**src/rtl/maze_grid_if.sv**
```systemverilog
// Packet input, renderer read port and status signals of maze_grid_ctrl.
// The bench drives the master side and the controller implements the slave side.
interface maze_grid_if #(
    parameter int DROP_W = 8
);
    logic [15:0]       pkt_in;
    logic              pkt_valid;
    logic              pkt_ready;
    logic [1:0]        rd_x;
    logic [2:0]        rd_y;
    logic [2:0]        rd_type;
    logic [3:0]        rd_walls;
    logic [1:0]        cur_x;
    logic [2:0]        cur_y;
    logic              cur_valid;
    logic              busy;
    logic [DROP_W-1:0] drop_count;

    modport master (
        output pkt_in, pkt_valid, rd_x, rd_y,
        input  pkt_ready, rd_type, rd_walls, cur_x, cur_y, cur_valid, busy, drop_count
    );

    modport slave (
        input  pkt_in, pkt_valid, rd_x, rd_y,
        output pkt_ready, rd_type, rd_walls, cur_x, cur_y, cur_valid, busy, drop_count
    );
endinterface

```
**src/rtl/maze_grid_ctrl.sv**
```systemverilog
// 4x5 maze map built from robot packets through a small FIFO, with a registered renderer read port.
// Define MAZE_GRID_WALLS_EN to build wall storage and OR-merging; without it RD_WALLS reads 0000.
module maze_grid_ctrl #(
    parameter int FIFO_DEPTH = 4,
    parameter int DROP_W     = 8
) (
    input  logic        clk,
    input  logic        rst,
    maze_grid_if.slave  bus
);
    localparam int AW    = $clog2(FIFO_DEPTH);
    localparam int CELLS = 20;

    typedef enum logic [2:0] {CLEAR, IDLE, DECODE, WRITE, DEMOTE} state_t;
    state_t state_reg, state_next;

    logic [11:0]       fifo_mem [FIFO_DEPTH];
    logic [AW-1:0]     wr_ptr_reg, rd_ptr_reg;
    logic [AW:0]       count_reg;
    logic              ready_en_reg;
    logic              full, push, pop;

    logic [11:0]       pkt_reg;
    logic [4:0]        clr_idx_reg;
    logic [1:0]        cur_x_reg;
    logic [2:0]        cur_y_reg;
    logic              cur_valid_reg;
    logic [4:0]        demote_idx_reg;
    logic [DROP_W-1:0] drop_reg;
    logic [2:0]        rd_type_reg;
    logic [2:0]        type_mem [CELLS];

    logic              cell_we, decode_drop, load_cur;
    logic [4:0]        w_idx;
    logic [2:0]        w_type;

    // Packet register holds PKT_IN[15:4]: {x, y, type, walls}
    wire [1:0] pkt_x     = pkt_reg[11:10];
    wire [2:0] pkt_y     = pkt_reg[9:7];
    wire [2:0] pkt_type  = pkt_reg[6:4];
    wire [3:0] pkt_walls = pkt_reg[3:0];
    wire [4:0] pkt_idx   = {pkt_y, pkt_x};
    wire [4:0] cur_idx   = {cur_y_reg, cur_x_reg};
    wire [4:0] rd_idx    = {bus.rd_y, bus.rd_x};

    assign full  = (count_reg == (AW+1)'(FIFO_DEPTH));
    assign push  = bus.pkt_valid && bus.pkt_ready;
    wire in_drop = bus.pkt_valid && !bus.pkt_ready;

    always_comb begin
        state_next  = state_reg;
        pop         = 1'b0;
        cell_we     = 1'b0;
        decode_drop = 1'b0;
        load_cur    = 1'b0;
        w_idx       = clr_idx_reg;
        w_type      = 3'b000;
        case (state_reg)
            CLEAR: begin
                cell_we = 1'b1;
                if (clr_idx_reg == 5'd19) state_next = IDLE;
            end
            IDLE: begin
                if (count_reg != '0) begin
                    pop        = 1'b1;
                    state_next = DECODE;
                end
            end
            DECODE: begin
                if (pkt_y > 3'd4 || pkt_type == 3'b111) begin
                    decode_drop = 1'b1;
                    state_next  = IDLE;
                end else begin
                    state_next = WRITE;
                end
            end
            WRITE: begin
                cell_we    = 1'b1;
                w_idx      = pkt_idx;
                w_type     = pkt_type;
                state_next = IDLE;
                if (pkt_type == 3'b110) begin
                    load_cur = 1'b1;
                    if (cur_valid_reg && cur_idx != pkt_idx) state_next = DEMOTE;
                end
            end
            DEMOTE: begin
                cell_we    = 1'b1;
                w_idx      = demote_idx_reg;
                w_type     = 3'b001;
                state_next = IDLE;
            end
            default: state_next = CLEAR;
        endcase
    end

    always_ff @(posedge clk or posedge rst) begin
        if (rst) state_reg <= CLEAR;
        else     state_reg <= state_next;
    end

    wire [1:0]        drop_inc = {1'b0, in_drop} + {1'b0, decode_drop};
    wire [DROP_W:0]   drop_sum = {1'b0, drop_reg} + (DROP_W+1)'(drop_inc);

    always_ff @(posedge clk or posedge rst) begin
        if (rst) begin
            wr_ptr_reg     <= '0;
            rd_ptr_reg     <= '0;
            count_reg      <= '0;
            ready_en_reg   <= 1'b0;
            pkt_reg        <= '0;
            clr_idx_reg    <= '0;
            cur_x_reg      <= '0;
            cur_y_reg      <= '0;
            cur_valid_reg  <= 1'b0;
            demote_idx_reg <= '0;
            drop_reg       <= '0;
            rd_type_reg    <= '0;
        end else begin
            ready_en_reg <= 1'b1;
            if (push) wr_ptr_reg <= wr_ptr_reg + 1'b1;
            if (pop) begin
                rd_ptr_reg <= rd_ptr_reg + 1'b1;
                pkt_reg    <= fifo_mem[rd_ptr_reg];
            end
            case ({push, pop})
                2'b10:   count_reg <= count_reg + (AW+1)'(1);
                2'b01:   count_reg <= count_reg - (AW+1)'(1);
                default: count_reg <= count_reg;
            endcase
            clr_idx_reg <= (state_reg == CLEAR) ? clr_idx_reg + 5'd1 : 5'd0;
            if (load_cur) begin
                demote_idx_reg <= cur_idx;
                cur_x_reg      <= pkt_x;
                cur_y_reg      <= pkt_y;
                cur_valid_reg  <= 1'b1;
            end
            drop_reg    <= drop_sum[DROP_W] ? '1 : drop_sum[DROP_W-1:0];
            rd_type_reg <= (bus.rd_y > 3'd4) ? 3'b000 : type_mem[rd_idx];
        end
    end

    always_ff @(posedge clk) begin
        if (push)    fifo_mem[wr_ptr_reg] <= bus.pkt_in[15:4];
        if (cell_we) type_mem[w_idx]      <= w_type;
    end

`ifdef MAZE_GRID_WALLS_EN
    logic [3:0] walls_mem [CELLS];
    logic [3:0] rd_walls_reg;

    // Walls only accumulate; DEMOTE leaves them untouched
    always_ff @(posedge clk) begin
        if (state_reg == CLEAR)      walls_mem[clr_idx_reg] <= 4'b0000;
        else if (state_reg == WRITE) walls_mem[pkt_idx]     <= walls_mem[pkt_idx] | pkt_walls;
    end

    always_ff @(posedge clk or posedge rst) begin
        if (rst) rd_walls_reg <= '0;
        else     rd_walls_reg <= (bus.rd_y > 3'd4) ? 4'b0000 : walls_mem[rd_idx];
    end

    assign bus.rd_walls = rd_walls_reg;
    wire unused_bits = ^bus.pkt_in[3:0];
`else
    assign bus.rd_walls = 4'b0000;
    wire unused_bits = ^{bus.pkt_in[3:0], pkt_walls};
`endif

    assign bus.pkt_ready  = ready_en_reg && !full;
    assign bus.rd_type    = rd_type_reg;
    assign bus.cur_x      = cur_x_reg;
    assign bus.cur_y      = cur_y_reg;
    assign bus.cur_valid  = cur_valid_reg;
    assign bus.busy       = (state_reg != IDLE);
    assign bus.drop_count = drop_reg;
endmodule

```
**src/flat_wrapper.sv**
```systemverilog
// flat-port wrapper written by rule: the top's interface ports become plain ports
module maze_grid_ctrl_flat 
#(
    parameter int FIFO_DEPTH = 4,
    parameter int DROP_W     = 8
)
  (clk, rst, bus_pkt_in, bus_pkt_valid, bus_rd_x, bus_rd_y, bus_pkt_ready, bus_rd_type, bus_rd_walls, bus_cur_x, bus_cur_y, bus_cur_valid, bus_busy, bus_drop_count);
  maze_grid_if #(.DROP_W(DROP_W)) bus_i ();
  input  logic clk;
  input  logic rst;
  input wire logic [$bits(bus_i.pkt_in)-1:0] bus_pkt_in;
  input wire logic [$bits(bus_i.pkt_valid)-1:0] bus_pkt_valid;
  input wire logic [$bits(bus_i.rd_x)-1:0] bus_rd_x;
  input wire logic [$bits(bus_i.rd_y)-1:0] bus_rd_y;
  output wire logic [$bits(bus_i.pkt_ready)-1:0] bus_pkt_ready;
  output wire logic [$bits(bus_i.rd_type)-1:0] bus_rd_type;
  output wire logic [$bits(bus_i.rd_walls)-1:0] bus_rd_walls;
  output wire logic [$bits(bus_i.cur_x)-1:0] bus_cur_x;
  output wire logic [$bits(bus_i.cur_y)-1:0] bus_cur_y;
  output wire logic [$bits(bus_i.cur_valid)-1:0] bus_cur_valid;
  output wire logic [$bits(bus_i.busy)-1:0] bus_busy;
  output wire logic [$bits(bus_i.drop_count)-1:0] bus_drop_count;
  assign bus_i.pkt_in = bus_pkt_in;
  assign bus_i.pkt_valid = bus_pkt_valid;
  assign bus_i.rd_x = bus_rd_x;
  assign bus_i.rd_y = bus_rd_y;
  assign bus_pkt_ready = bus_i.pkt_ready;
  assign bus_rd_type = bus_i.rd_type;
  assign bus_rd_walls = bus_i.rd_walls;
  assign bus_cur_x = bus_i.cur_x;
  assign bus_cur_y = bus_i.cur_y;
  assign bus_cur_valid = bus_i.cur_valid;
  assign bus_busy = bus_i.busy;
  assign bus_drop_count = bus_i.drop_count;
  maze_grid_ctrl #(.FIFO_DEPTH(FIFO_DEPTH), .DROP_W(DROP_W)) u_core (.clk(clk), .rst(rst), .bus(bus_i));
endmodule
```
**config.mk**
```make
export PLATFORM = sky130hd
export DESIGN_NAME = maze_grid_ctrl_flat
export DESIGN_NICKNAME = d
export VERILOG_FILES = /design/src/rtl/maze_grid_if.sv /design/src/rtl/maze_grid_ctrl.sv /design/src/flat_wrapper.sv
export SDC_FILE = /design/constraint.sdc
export NUM_CORES = 1
export LEC_CHECK = 0
export ABC_AREA = 1
export BUFFER_PORTS_ARGS = -buffer_cell sky130_fd_sc_hd__buf_2
export CAP_MARGIN = 15
export CORE_ASPECT_RATIO = 0.6
export CORE_MARGIN = 3
export CORE_UTILIZATION = 38
export DETAILED_ROUTE_END_ITERATION = 8
export GPL_ROUTABILITY_DRIVEN = 1
export PLACE_DENSITY = 0.57
export SKIP_LAST_GASP = 1
export SYNTH_ARGS = -nofsm -noshare
export SYNTH_HDL_FRONTEND = slang
export SYNTH_SLANG_ARGS = --single-unit
export TNS_END_PERCENT = 5
```
**constraint.sdc**
```tcl
create_clock -name clk -period 3.1 [get_ports clk]
set_input_delay 0.31 -clock clk [delete_from_list [all_inputs] [get_ports clk]]
set_output_delay 0.31 -clock clk [all_outputs]
set_load 0.05 [all_outputs]
```
==> qor.yml, run 1 <==
finish:
  layout-area-overhead-vs-synth_pct: 16.09
  finish.net_count: 649
  multi_input_combinational_cell_area_sq_um: 1813
  registers.top_by_ff_count: "u_core.type_mem"
  antennaDiodeCount: 0
  layout_top_registers: "u_core.type_mem (60), u_core.fifo_mem (32)"
  seq_area_sq_um: 3914
  instances_no_fill: 832
  fin_area_sq_um: 7033
  drive_gt1_frac: 0.1606
  final_core_util: 0.4550
  num-fill-cells: 1434
  largest_reg_flops: 60
global_route:
  first_global_vias: 4143
  maximum_number_of_pins_on_one_net_before_global_route_repair: 47
  overflow: 0
  grtUsageTotal: 0.1518
  wire_length_of_the_first_global_routing_pass_um: 20930
  antenna_found_initial: 0
run_status:
  run_status: "completed"
worst_setup_path:
  critPathMaxFanout: 7
  worst-endpoint-arrival_ps: 2820
  timing.critical_path.to_type: "flop"
  timing.critical_path.from_type: "flop"
  crit_path_top_delay_cell: "fa_1"
  required_ps: 3430
  cp_cell_sequence: "inv_1, o31ai_1, nand2_1, fa_1, inv_1, ha_1, nand2_1, nor4_1, nand2_1, o21ai_0"
  critical_path_class: "reg2reg"
  critical_path.n_buffers_inverters: 2
  cp_top_family: "simple AND/OR/NAND/NOR gates"
  crit_path_frequent_cell: "nand2_1"
  cpPeakStageDelay_ps: 390
hold_path:
  hold_path.class: "in2reg"
power_and_ir_drop:
  total_power_mw: 6.457
  power.static_leakage_nw: 2.833
  powerDensity_nw_per_um2: 918.1
  irDropWorstVdd_v: 0.0004515
synthesis:
  synth_simple_gate_area_frac: 0.1667
  synthXorXnorAreaFrac: 0.01012
  yosys-top-cells-count: "nor2_1, edfxtp_1, nand2_1"
  synth_flop_cell: "edfxtp_1"
  largest_family_of_logic_cells_by_synthesized_area: "simple AND/OR/NAND/NOR gates"
  synth-compound-area-share: 0.09748
  yosys-mux-area-fraction: 0
  synth_enable_flop_cells: 92
  syn-cell-area_sq_um: 6058
  yosys.area.top_type: "edfxtp_1"
  synth_adder_area_share: 0.02107
  postSynthRegisterBits: 138
  netlist-cell-type-count: 35
  yosys_warns: 0
  synth_area_per_cell_sq_um: 10.54
  cells_taking_the_most_area_after_synthesis: "edfxtp_1, dfrtp_1, nor2_1"
  async_reset_ff_frac: 0.3333
  seq_area_frac_synth: 0.6460
  synth.top_cell.area_share: 0.4560
  synthMostInstantiatedCell: "nor2_1"
  post_synthesis_instance_total: 575
drt:
  wire_per_inst_um: 15.29
  drt_first_iter_violations: 299
  via_per_inst: 4.974
  vias: 4138
  firstDrtPassIters: 5
  detail_route.drc_violations: 0
  postRouteWirelength_um: 12730
  ant_nets: 0
placed_design:
  dp_hpwl_um: 8743
  io_buffers: 34
  globalplace.congestion: 0.7844
  placement.cell_area_sq_um: 6432
  placed_cells: 800
  post-place-ws_ps: 563.5
job:
  timing.max_cap.violations: 0
timing:
  setup_viol: 0
  maxSlewViolCount: 0
  timing.final.crit_share: 0.8058
  clock.fmax_ghz: 0.4003
  slew-limit-headroom: 0.3309
  postLayoutSetupSlackWorst_ps: 602.0
  post_route_clock_skew_ps: 11.04
  period_needed_ps: 2498
  slew_of_the_pin_with_the_lowest_slew_margin_ps: 1002
  hold_slack_final_ps: 115.9
  finalHoldViolCount: 0
  unrepaired_setup_endpoints_after_global_routing: "false"
  setup_tns_ps: 0
clock_network:
  max-clock-path-buffers: 2
  worstSkewPairLatency_ps: 410
  clk_transition_reported_paths_ps: 60
  h-tree-depth: 4
  clockRootBuffer: "clkbuf_16"
  tritoncts_num_sinks: 138
  cts_resized: 0
  tritoncts_buffer_count: 17
  cts_tree: "yes"
  number_of_buffers_inserted_to_repair_setup_after_cts: 0
  cts_hold_buf: 0
floorplan:
  die_y_um: 103.8
  top_level_ports: 47
  start_util: 0.3919
  dieWidth_um: 169.0
  rows: 35
  die_area_sq_um: 17540
  core_sq_um: 15460
## per-layer routing
metal / wire, um / track usage
met1: 6548 / 0.2263
met2: 5427 / 0.2174
met3: 636 / 0.04081
met4: 112 / 0.04459
met5: 0 / 0
## placed cells by master (no fill, tap or decap), drive strengths merged, types with 4 or more instances in the layout
cell type | Yosys | final
nor3 | 4 | 4
nand2 | 77 | 77
inv | 61 | 62
edfxtp | 92 | 92
nor2 | 112 | 112
buf | 11 | 41
o32ai | 8 | 8
o22ai | 7 | 7
a21oi | 16 | 16
ha | 7 | 7
o21ai | 68 | 68
conb | 2 | 5
clkinv | 0 | 11
clkbuf | 11 | 17
nand3 | 35 | 35
xnor2 | 4 | 4
dfrtp | 46 | 46
## kinds of logic after synthesis
family                   Yosys count
AND/OR/NAND/NOR                  234
flip-flops                       138
other                              2
adder cells (fa/ha/maj)            9
XOR/XNOR                           7
AO/OA/AOI/OAI                    102
buffers and inverters             83
## cell type report
cell class / instances / share of cell area
Sequential cell: 138 / 0.5565
Multi-Input combinational cell: 357 / 0.2578
Clock buffer: 17 / 0.06049
Tap cell: 203 / 0.03611
Inverter: 61 / 0.03256
Timing Repair Buffer: 41 / 0.03167
Clock inverter: 15 / 0.02491
## power by group
| part | total [mW] | switching [mW] | leakage, nW | internal [mW] |
|---|---|---|---|---|
| registers | 2.62 | 0.276 | 1.44 | 2.35 |
| logic | 1.80 | 1.28 | 1.10 | 0.520 |
| clock network | 2.03 | 0.766 | 0.298 | 1.27 |
## path summary, 6_finish.rpt
kind,start,end,slack [ps],cells past startpoint
max,u_core.pkt_reg[5],u_core.bus.drop_count[2],600,10
min,bus_pkt_in[8],u_core.fifo_mem[1][4],120,1
min reg2reg,u_core.demote_idx_reg[1],u_core.demote_idx_reg[1],490,2
min in group asynchronous,rst,u_core.bus.drop_count[3],140,2
max in group asynchronous,rst,u_core.demote_idx_reg[4],2330,2
max reg2reg,u_core.pkt_reg[5],u_core.bus.drop_count[2],600,10
(Power assumes the default switching activity.)
==> run 2: changes to the inputs <==
Clock period 3.1 ns to 2.4 ns, I/O delays scaled along.
==> run 2 against run 1 <==
Via count decreased by 0.85%; maximum frequency increased by 17%; highest routed layer unchanged; sequential share of layout area decreased by 0.85 points; die area unchanged; clock-buffer cell count increased by 2; flip-flop and latch count unchanged; non-clock buffer count increased by 9; combinational power increased by 35%; power increased by 31%; setup slack got worse by 330 ps.
==> qor.yml, run 2 (same netlist as run 1, synthesis figures left out) <==
drt:
  wire_per_inst_um: 15.09  # -1.3%
  vias: 4103  # -0.85%
  via_per_inst: 4.879  # -1.9%
  routed-wl-met3_um: 731  # +15%
  drt_first_iter_violations: 335  # +12%
  top_signal_layer_used: "met4"
  firstDrtPassIters: 5  # unchanged
  met1_length_um: 6480  # -1.0%
  detail_route.drc_violations: 0  # unchanged
  ant_nets: 0  # unchanged
  postRouteWirelength_um: 12690  # -0.27%
  met2_wirelength_um: 5338  # -1.6%
timing:
  setup_viol: 0  # unchanged
  post_route_clock_skew_ps: 8.360  # -2.684 ps
  clock.fmax_ghz: 0.4702  # +17%
  unrepaired_setup_endpoints_after_global_routing: "true"
  setup_tns_ps: 0  # unchanged
  period_needed_ps: 2127  # -371.4 ps
  postLayoutSetupSlackWorst_ps: 273.4  # -328.6 ps
  finalHoldViolCount: 0  # unchanged
  slew_of_the_pin_with_the_lowest_slew_margin_ps: 550.1  # -452.1 ps
  slew-limit-headroom: 0.6333  # +0.3024
  maxSlewViolCount: 0  # unchanged
  timing.final.crit_share: 0.8861  # +0.08028
global_route:
  first_global_vias: 4094  # -1.2%
  overflow: 0  # unchanged
  antenna_found_initial: 0  # unchanged
  grtUsageTotal: 0.1556  # +0.003826
  wire_length_of_the_first_global_routing_pass_um: 21250  # +1.5%
  maximum_number_of_pins_on_one_net_before_global_route_repair: 31  # -34%
clock_network:
  clk_transition_reported_paths_ps: 60  # about the same
  cts_tree: "yes"
  clockRootBuffer: "clkbuf_16"
  worstSkewPairLatency_ps: 410  # about the same
  tritoncts_num_sinks: 138  # unchanged
  h-tree-depth: 4  # unchanged
  tritoncts_buffer_count: 17  # unchanged
  number_of_buffers_inserted_to_repair_setup_after_cts: 0  # unchanged
  max-clock-path-buffers: 2  # unchanged
worst_setup_path:
  timing.critical_path.to_type: "flop"
  worst-endpoint-arrival_ps: 2420  # -400 ps
  critical_path_class: "reg2reg"
  critPathMaxFanout: 5  # -2
  timing.critical_path.from_type: "flop"
  required_ps: 2690  # -740 ps
floorplan:
  dieWidth_um: 169.0  # unchanged
  core_sq_um: 15460  # unchanged
  die_area_sq_um: 17540  # unchanged
  start_util: 0.3919  # unchanged
  die_y_um: 103.8  # unchanged
  top_level_ports: 47  # unchanged
  rows: 35  # unchanged
finish:
  layout_commonest_cell: "nor2_1"
  finish.net_count: 658  # +1.4%
  largest_reg_flops: 60  # unchanged
  fin_area_sq_um: 7142  # +1.5%
  final_core_util: 0.4620  # +0.007041
  layout-area-overhead-vs-synth_pct: 17.89
  layout_top_registers: "u_core.type_mem (60), u_core.fifo_mem (32)"
  registers.top_by_ff_count: "u_core.type_mem"
  drive_gt1_frac: 0.1771  # +0.01654
  antennaDiodeCount: 0  # unchanged
  num-fill-cells: 1445  # +0.77%
  mostFrequentLayoutCells: "nor2_1, edfxtp_1, nand2_1, o21ai_0, inv_1"
job:
  timing.max_cap.violations: 0  # unchanged
hold_path:
  hold_path.class: "in2reg"
run_status:
  run_status: "completed"
power_and_ir_drop:
  power.static_leakage_nw: 2.892  # +2.1%
  irDropWorstVdd_v: 0.0006309  # +40%
  powerDensity_nw_per_um2: 1182  # +29%
placed_design:
  globalplace.congestion: 0.8325  # +6.1%
  post-place-ws_ps: -38.35  # -601.8 ps
  placement.cell_area_sq_um: 6494  # +0.95%
  dp_hpwl_um: 8886  # +1.6%
  io_buffers: 34  # unchanged
## run 2: per-stage QoR
stage	hold slack, ps	power, mW	cells
2_1_floorplan	338.9	5.139	578
3_3_place_gp	262.4	5.717	808
3_5_place_dp	273.4	5.800	808
4_1_cts	23.64	8.503	841
5_1_grt	35.04	8.956	841
6_report	40.84	8.444	841
## run 2: power breakdown
| group | switching, mW | total [mW] | internal [mW] |
|---|---|---|---|
| Clock | 1.00 | 2.68 | 1.67 |
| Combinational | 1.72 | 2.43 | 0.710 |
| Sequential | 0.308 | 3.34 | 3.03 |
## run 2: timing repair
item | CTS | global route
endpoints found under the hold margin | 18 | 0
hold buffers | 1 | 0
resized for setup | 1 | 4
endpoints found under the setup margin | 6 | 9
cloned | 0 | 0
pin swaps | 1 | 1
## run 2: path summary, 6_finish.rpt
check	depth (start not counted)	startpoint	slack (ps)	to
max reg2reg	10	u_core.state_reg[2]	270	u_core.count_reg[2]
min reg2reg	2	u_core.bus.cur_valid	500	u_core.bus.cur_valid
min	1	bus_pkt_in[11]	40	u_core.fifo_mem[2][7]
max in group asynchronous	4	rst	1380	u_core.bus.cur_y[0]
min in group asynchronous	3	rst	370	u_core.ready_en_reg
max	10	u_core.state_reg[2]	270	u_core.count_reg[2]
## run 2: layout make-up
| class | count | area [sq um] | area share |
|---|---|---|---|
| Inverter | 61 | 229.0 | 0.03206 |
| Multi-Input combinational cell | 357 | 1842 | 0.2579 |
| Timing Repair Buffer | 50 | 292.8 | 0.04100 |
| Clock buffer | 19 | 442.9 | 0.06202 |
| Tap cell | 203 | 254.0 | 0.03556 |
| Sequential cell | 138 | 3914 | 0.5480 |
| Clock inverter | 13 | 167.7 | 0.02348 |
## run 2: critical path, cell delays in order, from the launching register on
cell	delay (ps)
dfrtp_1	390
buf_4	170
nor3_2	230
inv_2	90
nor2_4	90
ha_1	150
inv_1	70
fa_1	380
a21oi_1	160
o21ai_0	140
xnor2_1	150
## run 2: per-layer routing
layer / GRT usage / vias up
li1: - / 2039
met3: 0.03661 / 11
met4: 0.04690 / 0
met5: 0 / -
met1: 0.2361 / 1956
met2: 0.2216 / 97
